<file path="src/rtl/cpsr_unit_pkg.sv">
// Shared definitions for the ARM7TDMI status-register block: mode and condition
// encodings, CPSR bit positions, reset value and small decode helpers.
package cpsr_unit_pkg;

  localparam logic [31:0] RESET_CPSR_DEF = 32'h0000_00D3;
  // Only the flag nibble and the control byte exist in hardware.
  localparam logic [31:0] STORED_MASK    = 32'hF000_00FF;

  localparam int BIT_N = 31;
  localparam int BIT_Z = 30;
  localparam int BIT_C = 29;
  localparam int BIT_V = 28;
  localparam int BIT_I = 7;
  localparam int BIT_F = 6;
  localparam int BIT_T = 5;

  typedef enum logic [4:0] {
    MODE_USR = 5'b10000,
    MODE_FIQ = 5'b10001,
    MODE_IRQ = 5'b10010,
    MODE_SVC = 5'b10011,
    MODE_ABT = 5'b10111,
    MODE_UND = 5'b11011,
    MODE_SYS = 5'b11111
  } mode_e;

  typedef enum logic [3:0] {
    COND_EQ = 4'h0, COND_NE = 4'h1, COND_CS = 4'h2, COND_CC = 4'h3,
    COND_MI = 4'h4, COND_PL = 4'h5, COND_VS = 4'h6, COND_VC = 4'h7,
    COND_HI = 4'h8, COND_LS = 4'h9, COND_GE = 4'hA, COND_LT = 4'hB,
    COND_GT = 4'hC, COND_LE = 4'hD, COND_AL = 4'hE, COND_NV = 4'hF
  } cond_e;

  function automatic logic mode_valid(input logic [4:0] m);
    case (m)
      MODE_USR, MODE_FIQ, MODE_IRQ, MODE_SVC,
      MODE_ABT, MODE_UND, MODE_SYS: return 1'b1;
      default:                      return 1'b0;
    endcase
  endfunction

  // Modes that own a banked SPSR.
  function automatic logic mode_banked(input logic [4:0] m);
    case (m)
      MODE_FIQ, MODE_IRQ, MODE_SVC, MODE_ABT, MODE_UND: return 1'b1;
      default:                                          return 1'b0;
    endcase
  endfunction

  function automatic logic [31:0] field_mask(input logic [3:0] mask);
    return {{8{mask[3]}}, {8{mask[2]}}, {8{mask[1]}}, {8{mask[0]}}} & STORED_MASK;
  endfunction

endpackage

</file>
<file path="src/rtl/arm_cond_check.sv">
// ARM condition-code evaluator: decides whether an instruction with condition
// field cond_i executes under flags n/z/c/v. Purely combinational.
module arm_cond_check
  import cpsr_unit_pkg::*;
(
  input  logic [3:0] cond_i,
  input  logic       n_i,
  input  logic       z_i,
  input  logic       c_i,
  input  logic       v_i,
  output logic       pass_o
);

  always_comb begin
    pass_o = 1'b0;
    case (cond_i)
      COND_EQ: pass_o = z_i;
      COND_NE: pass_o = !z_i;
      COND_CS: pass_o = c_i;
      COND_CC: pass_o = !c_i;
      COND_MI: pass_o = n_i;
      COND_PL: pass_o = !n_i;
      COND_VS: pass_o = v_i;
      COND_VC: pass_o = !v_i;
      COND_HI: pass_o = c_i && !z_i;
      COND_LS: pass_o = !c_i || z_i;
      COND_GE: pass_o = (n_i == v_i);
      COND_LT: pass_o = (n_i != v_i);
      COND_GT: pass_o = !z_i && (n_i == v_i);
      COND_LE: pass_o = z_i || (n_i != v_i);
      COND_AL: pass_o = 1'b1;
      default: pass_o = 1'b0;
    endcase
  end

endmodule

</file>
<file path="src/rtl/cpsr_unit.sv">
// ARM7TDMI CPSR plus banked SPSRs: flag capture, MSR/MRS, exception entry and
// SPSR->CPSR restore, with condition evaluation on the live flags.
module cpsr_unit
  import cpsr_unit_pkg::*;
#(
  parameter logic [31:0] RESET_CPSR = RESET_CPSR_DEF
) (
  input  logic        clk,
  input  logic        rst,
  input  logic        alu_n,
  input  logic        alu_z,
  input  logic        alu_c,
  input  logic        alu_v,
  input  logic        flags_we,
  input  logic [3:0]  cond,
  output logic        cond_pass,
  input  logic        msr_we,
  input  logic        msr_spsr,
  input  logic [3:0]  msr_mask,
  input  logic [31:0] msr_data,
  output logic [31:0] mrs_data,
  input  logic        exc_valid,
  input  logic [4:0]  exc_mode,
  input  logic        exc_fiq_mask,
  input  logic        ret_valid,
  output logic        o_n,
  output logic        o_z,
  output logic        o_c,
  output logic        o_v,
  output logic [31:0] cpsr,
  output logic [4:0]  mode,
  output logic        thumb,
  output logic        irq_mask,
  output logic        fiq_mask,
  output logic        mode_err
);

  // Every strobe is a single-cycle request sampled at posedge clk and always
  // accepted (no ready); when several coincide only the highest-priority one
  // (exc_valid > ret_valid > msr_we > flags_we) has any effect.

  logic [31:0] cpsr_q, cpsr_d;
  logic [31:0] spsr_fiq_q, spsr_fiq_d;
  logic [31:0] spsr_irq_q, spsr_irq_d;
  logic [31:0] spsr_svc_q, spsr_svc_d;
  logic [31:0] spsr_abt_q, spsr_abt_d;
  logic [31:0] spsr_und_q, spsr_und_d;
  logic        mode_err_q, mode_err_d;

  logic [4:0]  cur_mode;
  logic        cur_banked;
  logic [31:0] cur_spsr;
  logic [31:0] cpsr_wmask;
  logic [31:0] spsr_wmask;
  logic        spsr_wr;
  logic [4:0]  spsr_wr_mode;
  logic [31:0] spsr_wr_data;

  assign cur_mode   = cpsr_q[4:0];
  assign cur_banked = mode_banked(cur_mode);

  // Outside banked modes this falls back to CPSR, which is what MRS SPSR returns.
  always_comb begin
    cur_spsr = cpsr_q;
    case (cur_mode)
      MODE_FIQ: cur_spsr = spsr_fiq_q;
      MODE_IRQ: cur_spsr = spsr_irq_q;
      MODE_SVC: cur_spsr = spsr_svc_q;
      MODE_ABT: cur_spsr = spsr_abt_q;
      MODE_UND: cur_spsr = spsr_und_q;
      default:  cur_spsr = cpsr_q;
    endcase
  end

  always_comb begin
    cpsr_d       = cpsr_q;
    spsr_fiq_d   = spsr_fiq_q;
    spsr_irq_d   = spsr_irq_q;
    spsr_svc_d   = spsr_svc_q;
    spsr_abt_d   = spsr_abt_q;
    spsr_und_d   = spsr_und_q;
    mode_err_d   = 1'b0;
    spsr_wr      = 1'b0;
    spsr_wr_mode = cur_mode;
    spsr_wr_data = cpsr_q;
    cpsr_wmask   = field_mask((cur_mode == MODE_USR) ? (msr_mask & 4'b1000) : msr_mask);
    spsr_wmask   = field_mask(msr_mask);

    if (exc_valid) begin
      if (mode_banked(exc_mode)) begin
        spsr_wr           = 1'b1;
        spsr_wr_mode      = exc_mode;
        spsr_wr_data      = cpsr_q;
        cpsr_d[4:0]       = exc_mode;
        cpsr_d[BIT_T]     = 1'b0;
        cpsr_d[BIT_I]     = 1'b1;
        if (exc_fiq_mask) cpsr_d[BIT_F] = 1'b1;
      end else begin
        mode_err_d = 1'b1;
      end
    end else if (ret_valid) begin
      if (cur_banked) begin
        if (mode_valid(cur_spsr[4:0])) cpsr_d = cur_spsr & STORED_MASK;
        else                           mode_err_d = 1'b1;
      end
    end else if (msr_we) begin
      if (!msr_spsr) begin
        // A bad mode kills only the control byte; the flag byte still lands.
        if (cpsr_wmask[0] && !mode_valid(msr_data[4:0])) begin
          cpsr_wmask[7:0] = 8'h00;
          mode_err_d      = 1'b1;
        end
        cpsr_d = (cpsr_q & ~cpsr_wmask) | (msr_data & cpsr_wmask);
      end else if (cur_banked) begin
        spsr_wr      = 1'b1;
        spsr_wr_mode = cur_mode;
        spsr_wr_data = (cur_spsr & ~spsr_wmask) | (msr_data & spsr_wmask);
      end
    end else if (flags_we) begin
      cpsr_d[31:28] = {alu_n, alu_z, alu_c, alu_v};
    end

    if (spsr_wr) begin
      case (spsr_wr_mode)
        MODE_FIQ: spsr_fiq_d = spsr_wr_data;
        MODE_IRQ: spsr_irq_d = spsr_wr_data;
        MODE_SVC: spsr_svc_d = spsr_wr_data;
        MODE_ABT: spsr_abt_d = spsr_wr_data;
        MODE_UND: spsr_und_d = spsr_wr_data;
        default:  ;
      endcase
    end
  end

  always_ff @(posedge clk) begin
    if (rst) begin
      cpsr_q     <= RESET_CPSR & STORED_MASK;
      spsr_fiq_q <= '0;
      spsr_irq_q <= '0;
      spsr_svc_q <= '0;
      spsr_abt_q <= '0;
      spsr_und_q <= '0;
      mode_err_q <= 1'b0;
    end else begin
      cpsr_q     <= cpsr_d;
      spsr_fiq_q <= spsr_fiq_d;
      spsr_irq_q <= spsr_irq_d;
      spsr_svc_q <= spsr_svc_d;
      spsr_abt_q <= spsr_abt_d;
      spsr_und_q <= spsr_und_d;
      mode_err_q <= mode_err_d;
    end
  end

  arm_cond_check u_cond (
    .cond_i (cond),
    .n_i    (cpsr_q[BIT_N]),
    .z_i    (cpsr_q[BIT_Z]),
    .c_i    (cpsr_q[BIT_C]),
    .v_i    (cpsr_q[BIT_V]),
    .pass_o (cond_pass)
  );

  assign mrs_data = msr_spsr ? cur_spsr : cpsr_q;
  assign cpsr     = cpsr_q;
  assign mode     = cpsr_q[4:0];
  assign thumb    = cpsr_q[BIT_T];
  assign irq_mask = cpsr_q[BIT_I];
  assign fiq_mask = cpsr_q[BIT_F];
  assign o_n      = cpsr_q[BIT_N];
  assign o_z      = cpsr_q[BIT_Z];
  assign o_c      = cpsr_q[BIT_C];
  assign o_v      = cpsr_q[BIT_V];
  assign mode_err = mode_err_q;

endmodule

</file>
<file path="config.mk">
export PLATFORM = sky130hd
export DESIGN_NAME = cpsr_unit
export DESIGN_NICKNAME = d
export VERILOG_FILES = /design/src/rtl/cpsr_unit_pkg.sv /design/src/rtl/arm_cond_check.sv /design/src/rtl/cpsr_unit.sv
export SDC_FILE = /design/constraint.sdc
export NUM_CORES = 1
export LEC_CHECK = 0
export BUFFER_PORTS_ARGS = -buffer_cell sky130_fd_sc_hd__buf_2
export CORE_UTILIZATION = 40
export CTS_CLUSTER_DIAMETER = 80
export DETAILED_ROUTE_END_ITERATION = 10
export GPL_TIMING_DRIVEN = 0
export SLEW_MARGIN = 30
export SYNTH_ARGS = -nofsm -noshare
export SYNTH_HDL_FRONTEND = slang
export SYNTH_SLANG_ARGS = --single-unit
</file>
<file path="constraint.sdc">
create_clock -name clk -period 2 [get_ports clk]
set_input_delay 0 -clock clk [delete_from_list [all_inputs] [get_ports clk]]
set_output_delay 0 -clock clk [all_outputs]
set_load 0.02 [all_outputs]
</file>
==> impl_results.md <==
- Non-filler cells in the finished layout: between 1500 and 2000
- Metal1 wirelength: 13900 um
- Final clock skew: around 0.0091 ns
- Std-Cell Rows: 53
- Setup WS pre-CTS: -0.846 ns
- Port buffer count: just under 90
- Worst setup SP type: flip-flop
- CTS tree: built
- Met2 routed WL: 14700 um
- Clock Power Share: between 30% and 40%
- Yosys reg bits: between 150 and 200
- Area share of the largest cell type after synthesis: between 30 and 40%
- CTS Buf Count: 17
- Via density: 5.62
- Mapped cell area: approximately 8800 sq um
- DRT Wirelength: 32000 um
- Endpoint class of the critical path: output port
- Met3 WL: 2290 um
- Number of clock sinks: around 170
- CP required: about 2.0 ns
- Fmax: roughly 430 MHz
- Worst min path class: primary input to flip-flop
- Gr usage total: 27.7%
- Fin nets: 1433
- Pint: a little over 6000 uW
- Initial cell density of the core: between 40% and 50%
- GP Congestion: about 0.92
- Final period util: 117%
- Max FO, Critical Path: 10
- Initial drt markers: between 700 and 800
- Num ports: around 140
- Top cell type by total area after synthesis: dfxtp_1
- Switching Share: 29.2%
- Ys flop type: dfxtp_1
- Top cells by count, synth: nand2_1 (247), dfxtp_1 (173), nor2_1 (146), a21oi_1 (113), clkbuf_1 (48)
- Die H: 150 um
- Worst vdd ir: about 0.00067 V
- Comb pwr share: slightly above 20%
- Leakage: 0.00484 uW
- Synth cell types: 74
- Clk slew on worst S/H paths: around 0.07 ns
- Pre-Repair DR Iteration Count: 6
- Filler cells: about 1900
- Number of global-route vias before repair: 8639
- Worst setup path start: cpsr[2]$_SDFFE_PP0P_
- EDFF count, synth: 0
- DRC errors left: 0
- Share of cells above drive strength 1: 33.8%
- Fin worst setup slack: -0.349 ns
- Origin of the critical flop-to-flop path: cpsr[2]$_SDFFE_PP0P_
- Slew Limit Fails: 0
- Avg Inst Size Synth: between 7 and 8 sq um
- Placed cell area: approximately 9800 sq um
- Critical path type: flip-flop to output port
- Clk_lat worst skew: about 0.44 ns
- Layout area overhead: 43.2%
- Core Box Area: between 20000 and 25000 sq um
- Status: finished with violations
- Switching pwr: between 2000 and 3000 uW
- Violated checks: setup timing
- N_diodes: 0
- Clock Path Buffers: 2
- Placed Cells: 1536
- Die Wd: 150 um
- Remaining Overflow, GRT: 0
- Uppermost layer routed: met4
- # Max-Cap Violations: 0
- Post-Syn Instances: 1153
- Final Instance Area: roughly 13000 sq um
- Most common cell in the netlist: nand2_1
- Rel. slew slack: between 50% and 60%
- Total Die Area: 22600 sq um
- # setup viols final: approximately 210
- Detail Placement HPWL: between 20000 and 25000 um
- RSZ-0062 raised after global routing: true
- Synth async-reset ratio: 0%
- Worst Path Arrival: between 2 and 2.5 ns
- Routed wire per std cell: between 15 and 20 um
- Cell Pwr Density: roughly 690 nW/um^2
- Min-delay src: alu_z
- Register area share after synthesis: 39.4%
- Clock root cell: clkbuf_16
- Largest net degree at the start of global routing: 17
- Antenna violations before repair: 0
- Post-layout minimum cycle time: 2.35 ns
- Hold_ws: approximately 0.012 ns
- Sequential Power Share: between 40% and 50%
- First-pass GRT wire length: ~48000 um
- # H-tree levels: 4
- Final ANT Viol Nets: 0
- Synth top area cells: dfxtp_1 (39%), nand2_1 (11%), a21oi_1 (6.4%), nor2_1 (6.2%), buf_4 (3.8%)
- Final hold vios: 0
- Overall power: approximately 8700 uW
- Via count: roughly 9300
- Worst Tran Pin Value: 0.717 ns
- Synth warn: 0
-- path summary, 6_finish.rpt --
path                                 endpoint  slack, ns  depth (start not counted)
hold reg to reg   spsr_svc_q[22]$_SDFFE_PP0P_       0.45                          2
setup reg to reg         cpsr[7]$_SDFFE_PP1P_      -0.33                         10
setup / recovery                  mrs_data[8]      -0.35                          9
hold / removal          cpsr[30]$_SDFFE_PP0P_       0.01                          5
-- final cells by class --
cell class / instances / area (sq um) / area share (%)
clock buffer: 20 / 457 / 3.62
clock inverter: 12 / 135 / 1.07
sequential: 173 / 3480 / 27.6
tap: 275 / 344 / 2.73
buffer: 120 / 1090 / 8.64
multi-input combinational: 854 / 5500 / 43.6
inverter: 21 / 78.8 / 0.625
timing repair buffer: 189 / 1520 / 12.1
-- cell families (layout without fill, tap and decap cells) --
group           Yosys count  in the layout  share of synthesized area, %
other cells               1             20                        0.0426
flops                   173            173                          39.4
buf+inv                 145            362                          8.77
compound gates          297            297                          23.5
mux                      24             24                          2.94
xor+xnor                  2              2                         0.199
simple gates            509            509                          25.0
fa+ha+maj                 2              2                         0.242
-- registers in the layout (all words and copies together), names as in the netlist --
register,flops
cpsr,12
mode_err,1
spsr_abt_q,32
spsr_fiq_q,32
spsr_irq_q,32
spsr_svc_q,32
spsr_und_q,32
-- stage by stage --
stage	util [%]	TNS (ns)
after floorplan	-	-2.31
after global placement	46.2	-102.75
after detailed placement	46.2	-104.14
after CTS	55.3	-23.58
after global routing	59.2	-57.94
final	59.2	-37.34
-- what timing repair did --
action / CTS / global route
setup buffers: 53 / 34
gates cloned: 2 / 4
gates resized for setup: 233 / 117
pin swaps: 48 / 51
setup endpoints to repair: 206 / 206
endpoints found under the hold margin: 7 / 0
hold buffers: 8 / 0
-- layout by cell type (no fill, tap or decap), types with 8 or more instances in the layout --
cell           instances
buf_8                  8
buf_6                 41
nor3_1                28
a21oi_1              109
dfxtp_1              166
conb_1                20
a221o_1               29
clkbuf_16             23
a221oi_4              12
a211oi_2              14
a211oi_1              19
o21ai_2               11
o21ai_0               19
clkbuf_1              27
inv_1                 17
dlygate4sd3_1          8
a221oi_2              14
nor2_2                16
nand3_1               15
buf_12                13
nand2_1              239
and3_1                20
nor2_1               109
mux2i_1               13
buf_2                 64
and3_4                 8
nor2_4                24
buf_4                125
nand2b_1               8
o21ai_1               14
clkbuf_8               8
-- critical path, cell delays in order, from the launching register on --
cell and delay [ns]:
dfxtp_4 0.40, buf_4 0.13, nor2b_4 0.04, and3_4 0.20
buf_12 0.15, buf_12 0.14, a221o_1 0.36, a221oi_4 0.25
nor2_1 0.09, buf_4 0.16
-- power by group through the flow --
stage                     sequential [uW]  clock [uW]  combinational [uW]
after floorplan                      3620           0                 789
after global placement               3610           0                1200
after detailed placement             3610           0                1190
after CTS                            3540        3420                1530
after global routing                 3550        3570                1900
final                                3540        3390                1810
-- layer usage --
metal  vias up  track usage [%]
li1       4428                -
met1      4431             36.2
met2       400             45.3
met3        86             4.30
met4         0             11.4
met5         -                0
Note: power is estimated with default switching activity, not from simulation.
